==> src/rtl/pipe_mux_sel.sv <==
`default_nettype none
// ============================================================================
//  Module   : pipe_mux_sel
//  Purpose  : Registered N-input, W-bit selector with a valid/ready handshake,
//             a single output stage and a skid buffer. It steers register-file
//             or ALU results into the next pipeline stage.
//             An out-of-range select does not pick up new data. The beat
//             carries the last successfully selected value, has err set, and
//             bumps a saturating error counter.
//  Ports    : clk, rst       - clock, synchronous active-high reset
//             in_data        - NUM_IN packed inputs, input k at [k*WIDTH +: WIDTH]
//             in_sel         - select index, qualified by in_valid
//             in_valid       - upstream beat valid
//             in_ready       - registered accept indication (= no skid held)
//             out_data       - selected data of the presented beat
//             out_err        - presented beat came from an out-of-range select
//             out_valid      - output beat valid
//             out_ready      - downstream accepts the presented beat
//             err_cnt        - saturating count of accepted out-of-range beats
//  Revision : 1.0 - initial release
// ============================================================================
module pipe_mux_sel #(
    parameter int WIDTH     = 16,
    parameter int NUM_IN    = 3,
    parameter int SEL_W     = 2,
    parameter int ERR_CNT_W = 8
) (
    input  logic                    clk,
    input  logic                    rst,
    input  logic [NUM_IN*WIDTH-1:0] in_data,
    input  logic [SEL_W-1:0]        in_sel,
    input  logic                    in_valid,
    output logic                    in_ready,
    output logic [WIDTH-1:0]        out_data,
    output logic                    out_err,
    output logic                    out_valid,
    input  logic                    out_ready,
    output logic [ERR_CNT_W-1:0]    err_cnt
);

    localparam int                   c_SEL_SPAN = 2 ** SEL_W;
    localparam logic [SEL_W:0]       c_NUM_IN   = (SEL_W + 1)'(NUM_IN);
    localparam logic [ERR_CNT_W-1:0] c_ERR_MAX  = '1;

    // Inputs unpacked into a table that covers the full select range. Slots
    // past NUM_IN are tied to zero; they are never used as data because the
    // range check below diverts such selects to the held value.
    logic [WIDTH-1:0] w_inputs [c_SEL_SPAN];

    genvar k;
    generate
        for (k = 0; k < c_SEL_SPAN; k = k + 1) begin : g_in
            if (k < NUM_IN) begin : g_real
                assign w_inputs[k] = in_data[k*WIDTH +: WIDTH];
            end else begin : g_pad
                assign w_inputs[k] = '0;
            end
        end
    endgenerate

    logic                 r_out_valid;
    logic [WIDTH-1:0]     r_out_data;
    logic                 r_out_err;
    logic                 r_skid_valid;
    logic [WIDTH-1:0]     r_skid_data;
    logic                 r_skid_err;
    logic [WIDTH-1:0]     r_last_data;
    logic [ERR_CNT_W-1:0] r_err_cnt;

    logic                 w_sel_ok;
    logic [WIDTH-1:0]     w_sel_data;
    logic [WIDTH-1:0]     w_beat_data;
    logic                 w_beat_err;
    logic                 w_accept;
    logic                 w_out_free;

    // The skid register is the only place a second beat can wait. While it
    // is full the block refuses input. in_ready therefore depends only on a
    // flop and never on out_ready.
    assign in_ready    = ~r_skid_valid;
    assign w_accept    = in_valid & ~r_skid_valid;

    assign w_sel_ok    = ({1'b0, in_sel} < c_NUM_IN);
    assign w_sel_data  = w_inputs[in_sel];
    assign w_beat_data = w_sel_ok ? w_sel_data : r_last_data;
    assign w_beat_err  = ~w_sel_ok;

    // The output stage may take a new beat when it is empty or being released.
    assign w_out_free  = ~r_out_valid | out_ready;

    always_ff @(posedge clk) begin
        if (rst) begin
            r_out_valid  <= 1'b0;
            r_out_data   <= '0;
            r_out_err    <= 1'b0;
            r_skid_valid <= 1'b0;
            r_skid_data  <= '0;
            r_skid_err   <= 1'b0;
            r_last_data  <= '0;
            r_err_cnt    <= '0;
        end else begin
            // Resolve "last value" and error accounting at accept time. This
            // makes acceptance order, not release order, define the history.
            if (w_accept && w_sel_ok) begin
                r_last_data <= w_sel_data;
            end
            if (w_accept && !w_sel_ok && (r_err_cnt != c_ERR_MAX)) begin
                r_err_cnt <= r_err_cnt + ERR_CNT_W'(1);
            end

            if (w_out_free) begin
                if (r_skid_valid) begin
                    // An older beat waits in skid, so it goes first. No new
                    // beat can be accepted this cycle because in_ready is low.
                    r_out_data   <= r_skid_data;
                    r_out_err    <= r_skid_err;
                    r_out_valid  <= 1'b1;
                    r_skid_valid <= 1'b0;
                end else if (w_accept) begin
                    r_out_data  <= w_beat_data;
                    r_out_err   <= w_beat_err;
                    r_out_valid <= 1'b1;
                end else begin
                    r_out_valid <= 1'b0;
                end
            end else if (w_accept) begin
                // The output stage is stalled and occupied, so park the beat.
                r_skid_data  <= w_beat_data;
                r_skid_err   <= w_beat_err;
                r_skid_valid <= 1'b1;
            end
        end
    end

    assign out_valid = r_out_valid;
    assign out_data  = r_out_data;
    assign out_err   = r_out_err;
    assign err_cnt   = r_err_cnt;

endmodule
`default_nettype wire

==> config.mk <==
export PLATFORM = sky130hd
export DESIGN_NAME = pipe_mux_sel
export DESIGN_NICKNAME = d
export VERILOG_FILES = /design/src/rtl/pipe_mux_sel.sv
export SDC_FILE = /design/constraint.sdc
export NUM_CORES = 1
export LEC_CHECK = 0
export ABC_AREA = 1
export BUFFER_PORTS_ARGS = -buffer_cell sky130_fd_sc_hd__buf_2
export CORE_UTILIZATION = 54
export CTS_CLUSTER_SIZE = 8
export DETAILED_ROUTE_END_ITERATION = 12
export GPL_ROUTABILITY_DRIVEN = 1
export PLACE_DENSITY_LB_ADDON = 0.15
export REMOVE_ABC_BUFFERS = 1
export SLEW_MARGIN = 20
export SYNTH_ARGS = -nofsm -noshare
export SYNTH_HDL_FRONTEND = slang
export SYNTH_SLANG_ARGS = --single-unit
==> constraint.sdc <==
create_clock -name clk -period 1.5 [get_ports clk]
set_clock_uncertainty 0.1 [all_clocks]
set_input_delay 0.3 -clock clk [delete_from_list [all_inputs] [get_ports clk]]
set_output_delay 0.3 -clock clk [all_outputs]
set_load 0.01 [all_outputs]
Word level (Yosys, flattened, before mapping)
Index checks and enable logic that the tools add are counted.
{ "word_totals": {"regBits": 60, "latch_bits": 0, "ram_bits": 0, "rom_bits": 0, "input_bits": 54, "wordCells": 37, "memories": 0} }
{ "classes": {"n_addsub": 1, "n_mul": 0, "div": 0, "magnitude_cmp": 2, "eq_ne": 1, "shifts": 0, "muxes": 10, "n_bitwise": 7, "n_reduce_logical": 8} }
{ "ops": {"columns": ["cell", "count"], "rows": [
  ["16-bit two-way mux", 5],
  ["16-bit binary-select mux with 2-bit select", 1],
  ["8-bit by 1-bit adder with 8-bit output, second input constant", 1],
  ["8-bit != test, second input constant", 1],
  ["1-bit two-way mux", 4],
  ["1-bit inverter", 4],
  ["2-bit AND reduction", 2],
  ["3-bit >= comparator, second input constant", 1],
  ["1-bit logical AND", 3],
  ["2-bit inverter with 3-bit output", 1],
  ["2-bit < comparator, second input constant", 1],
  ["2-bit nonzero test", 1],
  ["2-bit OR reduction", 1],
  ["1-bit bitwise AND", 1],
  ["1-bit zero test", 1],
  ["1-bit OR", 1]
]} }

Depth between registers and ports, before layout
{ "logic_depth": {"word_depth": 7, "mapped_depth": 11} }

Worst setup path after synthesis
OpenSTA, ideal clock, no wires.
{ "synth_path": {"path_type": "flip-flop to flip-flop", "start": "register r_err_cnt[1], in the netlist err_cnt[1]", "end": "register r_err_cnt[1], in the netlist err_cnt[1]", "setup_ns": 0.116, "t_arrival_ns": 1.210, "setup_slack_ns": 0.075, "path_stages_with_launch": 9, "synth_period_minus_slack_ns": 1.425, "cell_sequence": "dfxtp_1 -> ha_1 -> nand2_1 -> nor2_1 -> nand2_1 -> nand2_2 -> inv_2 -> nor2_1 -> nor2_1"} }
{ "synth_between": {"elab_chain_len": 2, "word_cells_on_any_way": 3, "classes_between": "1 x add/sub; 1 x eq/ne; 1 x reduce/logical"} }
{ "synth_rtl": {"columns": ["item", "line", "rtl"], "rows": [
  ["from (decl)", "68", "logic [ERR_CNT_W-1:0] r_err_cnt;"],
  ["from (signal assigned)", "108", "r_err_cnt <= r_err_cnt + ERR_CNT_W'(1);"],
  ["parallel branches: the longest is 2 deep, another holds 8-bit by 1-bit adder with 8-bit output", null, null]
]} }
Parallel ways; which one is timed is not known.
A chain may end at the register's enable or synchronous reset.

Worst setup path after layout
{ "layout_path": {"start": "register r_err_cnt[0], in the netlist err_cnt[0]", "end": "register r_err_cnt[1], in the netlist err_cnt[1]"} }
The elaborated chain is that of the path after synthesis.

==> metrics.cfg <==
[routing]
viasPerCell = 5.03
wl_per_cell_um = 12.7
num_vias = 3356
drtPass1Iterations = 4
drt_iter0_drc = 241
ant_nets = 0
drc = 0
wl_um = 8460

[synth]
synthCells = 503
ys_ff_latch = 60
synth_top_area_share_pct = 35.8
synth_flop_cell = dfxtp_1
synth_cell_type_count = 29
ys_async_sr_fraction_pct = 0
synth_top_cell_by_area = dfxtp_1
ys_seq_area_share_pct = 35.8
syn_area_per_cell_sq_um = 6.67
synth_area_sq_um = 3350
synth_edf_count = 0
synth_area_leaders = dfxtp_1 (36%), nand2_1 (12%), inv_1 (10%)
yosys_warnings = 0

[finish]
multiInputGateArea_sq_um = 1630
n_antenna_cell = 0
fin_util_pct = 67.4
register_area_sq_um = 1200
nets = 642
num-fill-cells = 575
drive_gt1_share_pct = 25.8
area_growth_pct = 19.8

[grt]
grt_max_degree = 33
grt_pass1_vias = 3058
grt_pass1_wl_um = 13900
track_usage_pct = 28.2
overflow = 0
antenna_found_initial = 0

[pwr]
pwr-share-clk_pct = 35.9
pwr-share-comb_pct = 18.3
p_per_area_nw_per_um2 = 954
power_frac_seq_pct = 45.7
power.share.switching_pct = 29.0
peakVddDrop_mv = 0.519
p_switching_mw = 1.11
internal-power_mw = 2.72
cellLeakagePower_nw = 2.27

[place]
gp_congestion = 0.808
dp.final_hpwl_um = 5800
portBuffers = 80
place_ws_ns = 0.00786

[clocking]
root_buffer = clkbuf_8
numCtsBuffers = 9
tritoncts = yes
cts_sinks = 60
postCtsSetupBuffers = 0
cts_buffer_depth = 2
holdBufCountCts = 0
worstSkewPairLatency_ns = 0.34
clk_pin_slew_ns = 0.07
ctsHtreeMaxLevel = 3

[die]
rows = 28
initial_core_util_pct = 56.3
die-area_sq_um = 6530
top_level_ports = 81
die_h_um = 80.8
core_sq_um = 5960
die_w_um = 80.8

[timing]
fin_hold_ws_ns = 0.161
worst_pin_slew_ns = 0.353
fin_crit_ns = 1.42
postLayoutSetupSlackWorst_ns = 0.0801
final_hold_viol_count = 0
post-route-period-util_pct = 94.7
slew_headroom_pct = 76.5
rsz0062_at_grt = no
finalMaxSlewViolations = 0
max_freq_mhz = 704
setup_tns_ns = 0
setup_violations = 0

[setup_path]
rr_startpoint = err_cnt[0]$_SDFFE_PP0P_
start_kind = flip-flop
crit_fanout = 7
end_kind = flip-flop
cp_data_arrival_time_ns = 1.55
crit_path_start = err_cnt[0]$_SDFFE_PP0P_
critPathKind = flip-flop to flip-flop
required_ns = 1.63

[hold_path]
holdCritStartpoint = in_data[32]
hold_path_class = input port to flip-flop

[flow_run]
cap_violations = 0

[status]
status = completed

cell type report:
| cell class | count | area share, % |
|---|---|---|
| multi-input combinational | 324 | 40.7 |
| timing repair buffer | 95 | 12.8 |
| tap | 75 | 2.34 |
| inverter | 97 | 9.69 |
| sequential | 60 | 30.0 |
| clock inverter | 6 | 1.37 |
| clock buffer | 10 | 3.18 |
layer usage:
layer	track usage, %	routed length, um
met2	46.4	4020
met4	8.93	78
met3	6.52	449
met1	36.4	3910
met5	0	0
final timing paths:
check,end,slack [ns],depth (start not counted)
max reg2reg,err_cnt[1]$_SDFFE_PP0P_,0.08,8
max,err_cnt[1]$_SDFFE_PP0P_,0.08,8
min,r_last_data[0]$_SDFFE_PP0P_,0.16,5
min reg2reg,err_cnt[3]$_SDFFE_PP0P_,0.42,2
critical path: stages (launching register included):
cell	delay [ns]
dfxtp_1	0.35
ha_2	0.20
nand2_1	0.09
nor2_2	0.15
nand2_2	0.10
nand2_4	0.10
inv_2	0.07
nor2_1	0.10
nor2_1	0.05
cells by family (layout without fill, tap and decap cells):
group | after synthesis | count (layout) | share of synthesized area [%]
simple gates | 212 | 212 | 30.6
buf+inv | 119 | 208 | 16.1
compound gates | 108 | 108 | 16.3
flops | 60 | 60 | 35.8
xor+xnor | 3 | 3 | 0.784
fa+ha+maj | 1 | 1 | 0.373
what timing repair did:
item | in CTS | in global routing
pin swaps | 0 | 0
gates cloned | 0 | 0
resized for setup | 2 | 5
endpoints found under the hold margin | 0 | 0
endpoints found under the setup margin | 2 | 17
synthesized netlist by cell type, types with 6 or more instances:
library cell / n
o21ai_0: 25
nand2_2: 11
dfxtp_1: 60
nand3_1: 26
a21oi_1: 54
nand3_2: 10
o21ai_1: 28
inv_1: 89
clkbuf_1: 6
nand2_1: 109
nor2_1: 45
buf_2: 7
cell usage in the layout (no fill, tap or decap), drive strengths merged:
cell type  instances
nand4              1
ha                 1
dfxtp             60
a21oi             54
xor2               3
buf               95
clkinv             5
clkbuf            10
nor2              50
nand3             36
o21ai             53
nand2            124
bufinv             1
a211oi             1
nor3               1
inv               97
per-stage QoR:
stage / std cells / power (mW) / cell area, sq um
floorplan: 481 / 2.20 / 3200
global placement: 652 / 2.46 / 3820
detailed placement: 652 / 2.48 / 3820
CTS: 667 / 3.85 / 4000
global route: 667 / 4.02 / 4020
finish: 667 / 3.83 / 4020
sequential cells by signal, summed over array words and instances (netlist names):
| signal | count |
|---|---|
| r_skid_valid | 1 |
| err_cnt | 8 |
| out_valid | 1 |
| out_data | 16 |
| r_last_data | 16 |
| r_skid_err | 1 |
| r_skid_data | 16 |
| out_err | 1 |
power by group through the flow:
stage | Sequential [mW] | Clock, mW | Combinational, mW
CTS | 1.75 | 1.40 | 0.697
detailed placement | 1.79 | 0 | 0.694
floorplan | 1.81 | 0 | 0.391
finish | 1.75 | 1.38 | 0.703
global placement | 1.79 | 0 | 0.678
global route | 1.76 | 1.47 | 0.794
Note: power is estimated with default switching activity, not from simulation.
